$ cat src/rtl/psg_audio_mixer.sv
// PSG output stage: mixes the three channel levels, box-car decimates over
// 2^DECIM_LOG2 CE ticks, removes DC, applies gain with saturation.
module psg_audio_mixer #(
    parameter int unsigned DECIM_LOG2 = 4,
    parameter int unsigned DC_SHIFT   = 9
) (
    input  logic               CLK,
    input  logic               RESET,
    input  logic               CE,
    input  logic [7:0]         CH_A,
    input  logic [7:0]         CH_B,
    input  logic [7:0]         CH_C,
    input  logic [2:0]         MUTE,
    input  logic               DC_EN,
    input  logic [1:0]         GAIN,
    output logic signed [15:0] SAMPLE_OUT,
    output logic               SAMPLE_VALID,
    output logic               CLIP
);

    localparam int unsigned ACC_W = 10 + DECIM_LOG2;
    localparam int unsigned CNT_W = (DECIM_LOG2 > 0) ? DECIM_LOG2 : 1;
    localparam int unsigned DC_W  = 16 + DC_SHIFT;

    localparam logic [CNT_W-1:0]  CNT_LAST = CNT_W'((1 << DECIM_LOG2) - 1);
    localparam logic signed [15:0] MIDPOINT = 16'sd12240;
    localparam logic signed [18:0] POS_MAX  = 19'sd32767;
    localparam logic signed [18:0] NEG_MIN  = -19'sd32768;

    // Stage 0: mixing and window accumulation
    logic [9:0]       mix;
    logic [ACC_W-1:0] acc;
    logic [ACC_W-1:0] acc_sum;
    logic [CNT_W-1:0] cnt;
    logic             window_end;
    logic [9:0]       avg;
    logic             pend;

    // Stage 1: DC removal, gain, saturation
    logic signed [DC_W-1:0] dc_acc;
    logic signed [DC_W-1:0] dc_acc_next;
    logic signed [15:0]     x;
    logic signed [15:0]     dc;
    logic signed [15:0]     y;
    logic signed [18:0]     z;
    logic signed [15:0]     sat;
    logic                   sat_hit;

    always_comb begin
        mix = (MUTE[0] ? 10'd0 : {2'b00, CH_A})
            + (MUTE[1] ? 10'd0 : {2'b00, CH_B})
            + (MUTE[2] ? 10'd0 : {2'b00, CH_C});
        acc_sum    = acc + ACC_W'(mix);
        window_end = (cnt == CNT_LAST);
    end

    always_comb begin
        x  = $signed({1'b0, avg, 5'b00000});
        dc = $signed(dc_acc[DC_W-1:DC_SHIFT]);
        if (DC_EN) begin
            y           = x - dc;
            dc_acc_next = dc_acc + $signed({{DC_SHIFT{y[15]}}, y});
        end else begin
            y           = x - MIDPOINT;
            dc_acc_next = '0;
        end
        // One guard bit beyond 18 so a large tracked-DC residual shifted by 3 cannot wrap
        z = $signed({{3{y[15]}}, y}) <<< GAIN;
        if (z > POS_MAX) begin
            sat     = 16'sh7FFF;
            sat_hit = 1'b1;
        end else if (z < NEG_MIN) begin
            sat     = 16'sh8000;
            sat_hit = 1'b1;
        end else begin
            sat     = z[15:0];
            sat_hit = 1'b0;
        end
    end

    always_ff @(posedge CLK) begin
        if (RESET) begin
            acc          <= '0;
            cnt          <= '0;
            avg          <= '0;
            pend         <= 1'b0;
            dc_acc       <= '0;
            SAMPLE_OUT   <= '0;
            SAMPLE_VALID <= 1'b0;
            CLIP         <= 1'b0;
        end else begin
            if (pend) begin
                SAMPLE_OUT   <= sat;
                CLIP         <= sat_hit;
                SAMPLE_VALID <= 1'b1;
                dc_acc       <= dc_acc_next;
                pend         <= 1'b0;
            end else begin
                SAMPLE_VALID <= 1'b0;
            end
            // Stage 0 follows stage 1 so a window closing on an emit edge re-arms pend
            if (CE) begin
                if (window_end) begin
                    avg  <= acc_sum[ACC_W-1:DECIM_LOG2];
                    pend <= 1'b1;
                    acc  <= '0;
                    cnt  <= '0;
                end else begin
                    acc <= acc_sum;
                    cnt <= cnt + CNT_W'(1);
                end
            end
        end
    end

endmodule

$ cat config.mk
export PLATFORM = sky130hd
export DESIGN_NAME = psg_audio_mixer
export DESIGN_NICKNAME = d
export VERILOG_FILES = /design/src/rtl/psg_audio_mixer.sv
export SDC_FILE = /design/constraint.sdc
export NUM_CORES = 1
export LEC_CHECK = 0
export BUFFER_PORTS_ARGS = -buffer_cell sky130_fd_sc_hd__buf_4
export CORE_MARGIN = 4
export CORE_UTILIZATION = 50
export DETAILED_ROUTE_END_ITERATION = 8
export PLACE_DENSITY_LB_ADDON = 0.25
export SYNTH_ARGS = -nofsm -noshare
export SYNTH_HDL_FRONTEND = slang
export SYNTH_SLANG_ARGS = --single-unit
$ cat constraint.sdc
create_clock -name CLK -period 11.9 [get_ports CLK]
set_clock_uncertainty 0.2 [all_clocks]
set_input_delay 2.975 -clock CLK [delete_from_list [all_inputs] [get_ports CLK]]
set_output_delay 2.975 -clock CLK [all_outputs]
set_load 0.01 [all_outputs]
== Word-level counts from Yosys, hierarchy flattened ==
Index checks and enable logic that the tools add are counted.
Word-level totals
  bits in registers: 72
  latch bits: 0
  memory bits (writable): 0
  memory bits (read-only): 0
  output and inout bits: 18
  memories: 0
Cells by class
  add/sub/neg operators: 7
  $mul: 0
  divide/modulo/power cells: 0
  magnitude comparators: 2
  eq/ne operators: 1
  shifts and indexed selects: 1
  muxes and demuxes: 13
  bitwise gates (word level): 1
  reductions and logical operators: 2
Operator list (number)
  2-to-1 mux 16 bit: 3
  adder 25 x 16 -> 25 bit: 1
  2-to-1 mux 25 bit: 1
  2-to-1 mux 8 bit: 3
  greater-than comparator 19 x 16 -> 1 bit, second input constant: 1
  less-than comparator 19 x 16 -> 1 bit, second input constant: 1
  <<< shifter 16 x 2 -> 19 bit: 1
  subtractor 15 x 14 -> 16 bit, second input constant: 1
  subtractor 16 bit: 1
  adder 14 x 10 -> 14 bit: 1
  2-to-1 mux 14 bit: 1
  adder 9 x 8 -> 10 bit: 1
  adder 8 x 8 -> 9 bit: 1
  adder 4 x 1 -> 4 bit, second input constant: 1
  == test 4 bit, second input constant: 1
  2-to-1 mux 1 bit: 4
  2-to-1 mux 4 bit: 1
  AND reduction 2 bit: 1
  OR reduction 2 bit: 1
  NOT 1 bit: 1

== Logic depth before layout (Yosys ltp) ==
Gate-level depths: netlist of the first run.
  depth after elaboration: 6
  mapped depth: 18
  mapped depth without buffers: 17

== Worst setup path before layout of the first run ==
No wires, ideal clock.
  kind: input port to flip-flop
  from: in CH_A[1]
  to: reg avg[9]
  library setup time: 0.086 ns
  arrival time: 6.215 ns
  setup slack: 5.400 ns
  stages on the path: 14
  cell sequence: nor2b_1 -> fa_1 -> fa_1 -> ha_1 -> fa_1 -> a21o_1 -> a21oi_1 -> o21bai_1 -> a21o_1 -> a21oi_1 -> o211ai_1 -> and3_1 -> xnor2_1 -> a211oi_1
On the way
  longest elaborated chain between the ends: 4
RTL lines
  from (decl): line 10  | input logic [7:0] CH_A,
  2-to-1 mux 8 bit: line 50  | mix = (MUTE[0] ? 10'd0 : {2'b00, CH_A})
  adder 8 x 8 -> 9 bit: line 51  | + (MUTE[1] ? 10'd0 : {2'b00, CH_B})
  adder 9 x 8 -> 10 bit: line 52  | + (MUTE[2] ? 10'd0 : {2'b00, CH_C});
  adder 14 x 10 -> 14 bit: line 53  | acc_sum = acc + ACC_W'(mix);
  to (signal assigned): line 104  | avg <= acc_sum[ACC_W-1:DECIM_LOG2];
  to (decl): line 36  | logic [9:0] avg;
Every way passes these cells.
A chain may end at the register's enable or synchronous reset.

== Worst setup path after layout of the first run ==
  from: in MUTE[0]
  to: reg avg[9]
On the way
  longest elaborated chain between the ends: 4
RTL lines
  from (decl): line 13  | input logic [2:0] MUTE,
  2-to-1 mux 8 bit: line 50
  adder 8 x 8 -> 9 bit: line 51
  adder 9 x 8 -> 10 bit: line 52
  adder 14 x 10 -> 14 bit: line 53
Every way passes these cells.

==> results of run 1 <==
-- path summary, 6_finish.rpt --
path	startpoint	end	slack, ns	cells past startpoint
setup / recovery	MUTE[0]	avg[9]	5.39	15
hold / removal	dc_acc[4]	dc_acc[4]	0.26	1
setup reg to reg	avg[1]	dc_acc[24]	6.94	16
hold reg to reg	dc_acc[4]	dc_acc[4]	0.26	1
-- report_power, final --
group / internal (mW) / switching (mW) / leakage [nW]
Combinational: 0.0925 / 0.113 / 2.11
Sequential: 0.254 / 0.0111 / 0.582
Clock: 0.171 / 0.101 / 0.143
-- critical path, cell delays in order --
cell and delay, ns:
buf_4 0.14, nor2b_1 0.16, fa_1 0.47, fa_1 0.49, ha_1 0.23, fa_1 0.40
a21o_1 0.19, a21oi_1 0.21, o21bai_1 0.08, a21o_1 0.20, a21oi_1 0.20, o211ai_1 0.19
and3_1 0.26, xnor2_1 0.13, a211oi_1 0.22
-- routing by layer --
layer | GRT usage [%] | vias to the layer above | share of wire [%]
li1 | - | 2746 | -
met1 | 26.29 | 2595 | 44
met2 | 37.77 | 121 | 50
met3 | 3.556 | 17 | 4.2
met4 | 6.081 | 0 | 1.5
met5 | 0 | - | 0
-- cell families (layout without fill, tap and decap cells) --
| logic type | after synthesis | count (layout) | synth area share [%] |
|---|---|---|---|
| AO/OA/AOI/OAI | 223 | 223 | 26.82 |
| AND/OR/NAND/NOR | 259 | 259 | 20.64 |
| adder cells (fa/ha/maj) | 65 | 65 | 15.54 |
| XOR/XNOR | 43 | 43 | 6.344 |
| buffers and inverters | 69 | 103 | 4.815 |
| multiplexers | 12 | 12 | 2.025 |
| flip-flops | 72 | 72 | 23.81 |
-- Yosys cell counts (5+ instances only) --
| library cell | instances |
|---|---|
| and2_1 | 5 |
| a22o_1 | 5 |
| o21ai_1 | 6 |
| a31oi_1 | 9 |
| dfxtp_1 | 72 |
| inv_1 | 35 |
| nand3_1 | 19 |
| mux2i_1 | 10 |
| or3_1 | 7 |
| fa_1 | 17 |
| a21o_1 | 17 |
| xnor2_1 | 26 |
| clkbuf_1 | 23 |
| nand4_1 | 9 |
| a211oi_2 | 13 |
| nor2_1 | 74 |
| o21ai_0 | 42 |
| a21oi_1 | 40 |
| nor3b_1 | 6 |
| xor2_1 | 16 |
| nor3_1 | 11 |
| a211oi_1 | 11 |
| a22oi_1 | 11 |
| nand2_1 | 74 |
| o21bai_1 | 7 |
| nor2b_1 | 29 |
| o221ai_1 | 5 |
| o211ai_1 | 13 |
| o21a_1 | 9 |
| ha_1 | 48 |
| nand2b_1 | 6 |
-- registers in the layout, indices dropped and copies added (netlist names) --
| name | cells |
|---|---|
| CLIP | 1 |
| dc_acc | 25 |
| SAMPLE_OUT | 16 |
| cnt | 4 |
| pend | 1 |
| SAMPLE_VALID | 1 |
| acc | 14 |
| avg | 10 |
-- through the flow --
stage                     util, %  setup slack, ns  std cells  hold slack, ns  power (mW)
after floorplan                 -            5.400        743          0.2315      0.4314
after global placement      55.72            5.081        906          0.2412      0.4678
after detailed placement    55.72            5.027        906          0.2499      0.4747
after CTS                   58.26            5.367        920          0.2627      0.7510
after global routing        58.26            5.123        920          0.2747      0.7935
final                       58.26            5.389        920          0.2612      0.7431
-- layout make-up --
type	instances	area (sq um)
clock inverters	3	42.54
flip-flops and latches	72	1441
multi-input cells	602	4322
inverters	37	138.9
clock buffers	11	252.7
repair buffers	52	390.4
well taps	143	178.9
fillers	1043	4847
==> results.py, run 1 <==
metrics = {
    "yosys": {
        "syn_nets": 841,
        "syn_inst": 743,
        "synth_area_sq_um": 6055,
        "synth_flop_cell": "dfxtp_1",
        "yosysUniqueCellTypes": 74,
        "syn_area_per_cell_sq_um": 8.149,
        "yosys.area.top_type": "dfxtp_1",
        "ys_warn_count": 0,
        "yosysSeqAreaShare_pct": 23.81,
        "synth_seq_cells": 72,
        "yosys.area.top_type_share_pct": 23.81,
        "ys_async_sr_fraction_pct": 0,
        "synth_area_leaders": "dfxtp_1 24%, ha_1 9.9%, fa_1 5.6%, nand2_1 4.6%, nor2_1 4.6%",
        "synth-edff-count": 0,
    },
    "power": {
        "power_per_cell_area_nw_per_um2": 109.8,
        "vdd_ir_drop_max_v": 0.0001215,
        "p_leak_nw": 2.837,
    },
    "clocking": {
        "clock_sinks": 72,
        "clock_path_buffers": 2,
        "cts.clk_slew.worst_paths_ns": 0.05,
        "cts_hold_buf": 0,
        "cts-root-buf": "clkbuf_16",
        "cts_repair_resize_count": 0,
        "cts_buffers": 9,
        "post-cts-setup-buffers": 0,
        "clk_latency_ns": 0.33,
        "htree_levels": 3,
        "cts_tree": "done",
    },
    "place": {
        "dp_hpwl_microns": 10950,
        "placed_area_sq_um": 6471,
        "port-buffer-count": 50,
        "place_congestion": 0.9136,
    },
    "route": {
        "vias_per_cell": 5.955,
        "drc_errors": 0,
        "first_iter_violations": 379,
        "ant_nets": 0,
        "num_vias": 5479,
        "drt_pre_antenna_iters": 5,
        "wl_microns": 14370,
        "wl_per_cell_microns": 15.62,
    },
    "cells_and_area": {
        "mostFrequentLayoutCells": "74 x nor2_1, 74 x nand2_1, 72 x dfxtp_1",
        "syn_to_final_growth_pct": 11.76,
        "layout.nets": 872,
        "design_area_sq_um": 6766,
        "n_antenna_cell": 0,
        "layout-drive-gt1-share_pct": 12.36,
    },
    "timing": {
        "fin_setup_tns_ns": 0,
        "min_period_over_period_pct": 54.71,
        "finalSetupViolations": 0,
        "max_slew_margin_pct": 43.28,
        "final-hold-violation-count": 0,
        "tightest_slew_ns": 0.8487,
        "drv_slew": 0,
        "max_freq_mhz": 153.6,
        "post-route-min-period_ns": 6.511,
        "rsz0062_at_grt": "false",
    },
    "floorplanning": {
        "fp-row-count": 39,
        "coreArea_sq_um": 11610,
        "die_h_microns": 118.0,
        "die_w_microns": 118.0,
        "start_util_pct": 52.13,
        "dieArea_sq_um": 13930,
        "io_pins": 51,
    },
    "setup_path": {
        "cp_max_fo": 8,
        "cp_data_arrival_time_ns": 6.56,
        "cp_data_required_time_ns": 11.95,
        "start_kind": "input pin",
        "critical_path_class": "in -> reg",
        "critPathCaptureType": "flop",
    },
    "grt": {
        "grt_pass1_vias": 5307,
        "antenna_found_initial": 0,
        "grt_remaining_overflow": 0,
        "grt_use_total_pct": 21.21,
        "grt_pass1_wl_microns": 24810,
        "grt_max_degree": 52,
    },
    "outcome": {
        "outcome": "complete, no violations",
    },
    "worst_hold_path": {
        "min_path_type": "reg -> reg",
    },
    "run": {
        "drv_cap": 0,
    },
}
(Power assumes the default switching activity.)
==> run 2, diff against run 1 <==
--- a/config.mk
+++ b/config.mk
@@ -5,6 +5,7 @@
 export SDC_FILE = /design/constraint.sdc
 export NUM_CORES = 1
 export LEC_CHECK = 0
+export ABC_AREA = 1
 export BUFFER_PORTS_ARGS = -buffer_cell sky130_fd_sc_hd__buf_4
 export CORE_MARGIN = 4
 export CORE_UTILIZATION = 50
==> constraint.sdc (replaced) <==
create_clock -name CLK -period 6.7 [get_ports CLK]
set_clock_uncertainty 0.2 [all_clocks]
set_input_delay 1.675 -clock CLK [delete_from_list [all_inputs] [get_ports CLK]]
set_output_delay 1.675 -clock CLK [all_outputs]
set_load 0.01 [all_outputs]
==> run 2 against run 1 <==
Net effect:
- synthesized cell count increased by 33%
- sequential share of layout area decreased by 1.2 points
- clock power increased by 75%
- critical endpoint is now acc[13]
- highest routed layer unchanged
==> results.py, run 2 <==
metrics = {
    "power": {
        "p_int_mw": 0.8454,
        "power_per_cell_area_nw_per_um2": 177.8,
        "seqPwrFrac_pct": 36.7,
        "swShare_pct": 33.69,
        "p_leak_nw": 3.473,
        "combPwrFrac_pct": 26.0,
        "vdd_ir_drop_max_v": 0.0001158,
        "power_switching_mw": 0.4295,
        "p_clk_share_pct": 37.3,
    },
    "yosys": {
        "yosys.area.top_type_share_pct": 22.42,
        "ys_async_sr_fraction_pct": 0,
        "synth_seq_cells": 72,
        "syn_nets": 1086,
        "yosysMostFrequentCell": "nand2_1",
        "synth_area_sq_um": 6429,
        "synth-edff-count": 0,
        "syn_area_per_cell_sq_um": 6.507,
        "synth_commonest_cells": "252 x nand2_1, 126 x inv_1, 88 x a21oi_1",
        "synth_area_leaders": "dfxtp_1 22%, nand2_1 15%, ha_1 9.3%, inv_1 7.4%, a21oi_1 6.9%",
        "yosysSeqAreaShare_pct": 22.42,
        "syn_inst": 988,
        "synth_flop_cell": "dfxtp_1",
        "ys_warn_count": 0,
        "yosysUniqueCellTypes": 46,
        "yosys.area.top_type": "dfxtp_1",
    },
    "timing": {
        "tightest_slew_ns": 0.7026,
        "final-hold-violation-count": 0,
        "post-route-min-period_ns": 4.621,
        "rsz0062_at_grt": "false",
        "fin_setup_tns_ns": 0,
        "drv_slew": 0,
        "max_slew_margin_pct": 52.99,
        "max_freq_mhz": 216.4,
        "min_period_over_period_pct": 68.97,
        "finalSetupViolations": 0,
    },
    "floorplanning": {
        "coreArea_sq_um": 12620,
        "fp-row-count": 41,
        "start_util_pct": 50.94,
        "die_w_microns": 121.4,
        "die_h_microns": 121.4,
        "dieArea_sq_um": 14740,
        "io_pins": 51,
    },
    "clocking": {
        "cts_repair_resize_count": 0,
        "cts.clk_slew.worst_paths_ns": 0.07,
        "cts_buffers": 9,
        "cts_tree": "done",
        "cts-root-buf": "clkbuf_16",
        "clock_sinks": 72,
        "cts_hold_buf": 0,
        "post-cts-setup-buffers": 0,
        "clk_latency_ns": 0.35,
        "clock_path_buffers": 2,
        "htree_levels": 3,
    },
    "cells_and_area": {
        "layout-drive-gt1-share_pct": 12.87,
        "syn_to_final_growth_pct": 11.56,
        "largest_reg_flops": 25,
        "layout.area.seq_sq_um": 1441,
        "final_core_util_pct": 56.83,
        "multiInputGateArea_sq_um": 4333,
        "layout.nets": 1119,
        "n_fill_cell": 1266,
        "final_common_cell": "nand2_1",
        "largest-register": "dc_acc",
        "design_area_sq_um": 7172,
        "top_regs": "dc_acc (25), SAMPLE_OUT (16), acc (14)",
        "mostFrequentLayoutCells": "252 x nand2_1, 126 x inv_1, 88 x a21oi_1",
        "n_antenna_cell": 0,
    },
    "grt": {
        "grt_max_degree": 47,
        "grt_remaining_overflow": 0,
        "grt_pass1_wl_microns": 26510,
        "antenna_found_initial": 0,
        "grt_pass1_vias": 5813,
        "grt_use_total_pct": 22.10,
    },
    "route": {
        "drc_errors": 0,
        "vias_per_cell": 5.254,
        "num_vias": 6294,
        "ant_nets": 0,
        "first_iter_violations": 410,
        "wl_microns": 15610,
        "drt_pre_antenna_iters": 5,
        "wl_per_cell_microns": 13.03,
    },
    "place": {
        "placed_area_sq_um": 6885,
        "place_congestion": 0.9286,
        "port-buffer-count": 50,
        "dp_hpwl_microns": 12120,
    },
    "setup_path": {
        "cp_data_required_time_ns": 6.78,
        "cp_max_fo": 8,
        "cp_data_arrival_time_ns": 4.70,
        "start_kind": "input pin",
        "critPathCaptureType": "flop",
        "critical_path_class": "in -> reg",
    },
    "worst_hold_path": {
        "min_path_type": "reg -> reg",
    },
    "outcome": {
        "outcome": "complete, no violations",
    },
    "run": {
        "drv_cap": 0,
    },
}
[run 2: stage by stage]
step | std cells | worst slack (ns) | power, mW | hold slack, ns
2_1_floorplan | 988 | 1.909 | 0.7395 | 0.2495
3_3_place_gp | 1182 | 1.796 | 0.8067 | 0.2527
3_5_place_dp | 1182 | 1.695 | 0.8142 | 0.2631
4_1_cts | 1198 | 2.047 | 1.288 | 0.2729
5_1_grt | 1198 | 1.826 | 1.358 | 0.2933
6_report | 1198 | 2.079 | 1.275 | 0.2691
[run 2: final timing paths]
path / from / endpoint / slack (ns) / cells past startpoint
setup / recovery: MUTE[0] / acc[13] / 2.08 / 16
hold / removal: SAMPLE_OUT[0] / SAMPLE_OUT[0] / 0.27 / 2
setup reg to reg: dc_acc[19] / dc_acc[21] / 2.74 / 20
hold reg to reg: SAMPLE_OUT[0] / SAMPLE_OUT[0] / 0.27 / 2
[run 2: final cells by class]
class,instances,area share (%)
tap,172,3.001
multi-input combinational,751,60.42
timing repair buffer,51,5.338
sequential,72,20.10
clock buffer,9,3.140
clock inverter,7,0.8548
inverter,136,7.153
[run 2: kinds of logic (layout without fill, tap and decap cells)]
| group | after synthesis | count (layout) | share of synthesized area [%] |
|---|---|---|---|
| flip-flops | 72 | 72 | 22.42 |
| adder cells (fa/ha/maj) | 65 | 65 | 14.64 |
| buffers and inverters | 165 | 203 | 10.18 |
| XOR/XNOR | 20 | 20 | 2.725 |
| AO/OA/AOI/OAI | 189 | 189 | 16.64 |
| AND/OR/NAND/NOR | 476 | 476 | 33.24 |
| multiplexers | 1 | 1 | 0.1557 |
[run 2: routing by layer]
layer | up-vias | GRT usage (%) | share of wire [%]
met5 | - | 0 | 0
met4 | 0 | 5.882 | 1.9
met3 | 28 | 3.636 | 4.7
met2 | 136 | 37.13 | 46
met1 | 2837 | 29.43 | 47
li1 | 3293 | - | -
[run 2: power by group through the flow]
stage	Combinational, mW	Clock [mW]	Sequential, mW
after floorplan	0.267	0	0.472
after global placement	0.329	0	0.478
after detailed placement	0.336	0	0.478
after CTS	0.337	0.482	0.469
after global routing	0.387	0.499	0.472
final	0.332	0.475	0.468
[run 2: critical path, cell delays in order]
cell	delay, ns
buf_4	0.14
nor2_1	0.15
fa_1	0.47
fa_1	0.56
ha_1	0.19
fa_1	0.22
nand3_1	0.08
nand2_1	0.11
nand3_1	0.10
o21ai_0	0.26
a21oi_1	0.10
nor2_1	0.16
nand3_1	0.10
xnor2_1	0.18
nand2_1	0.07
a21oi_1	0.15
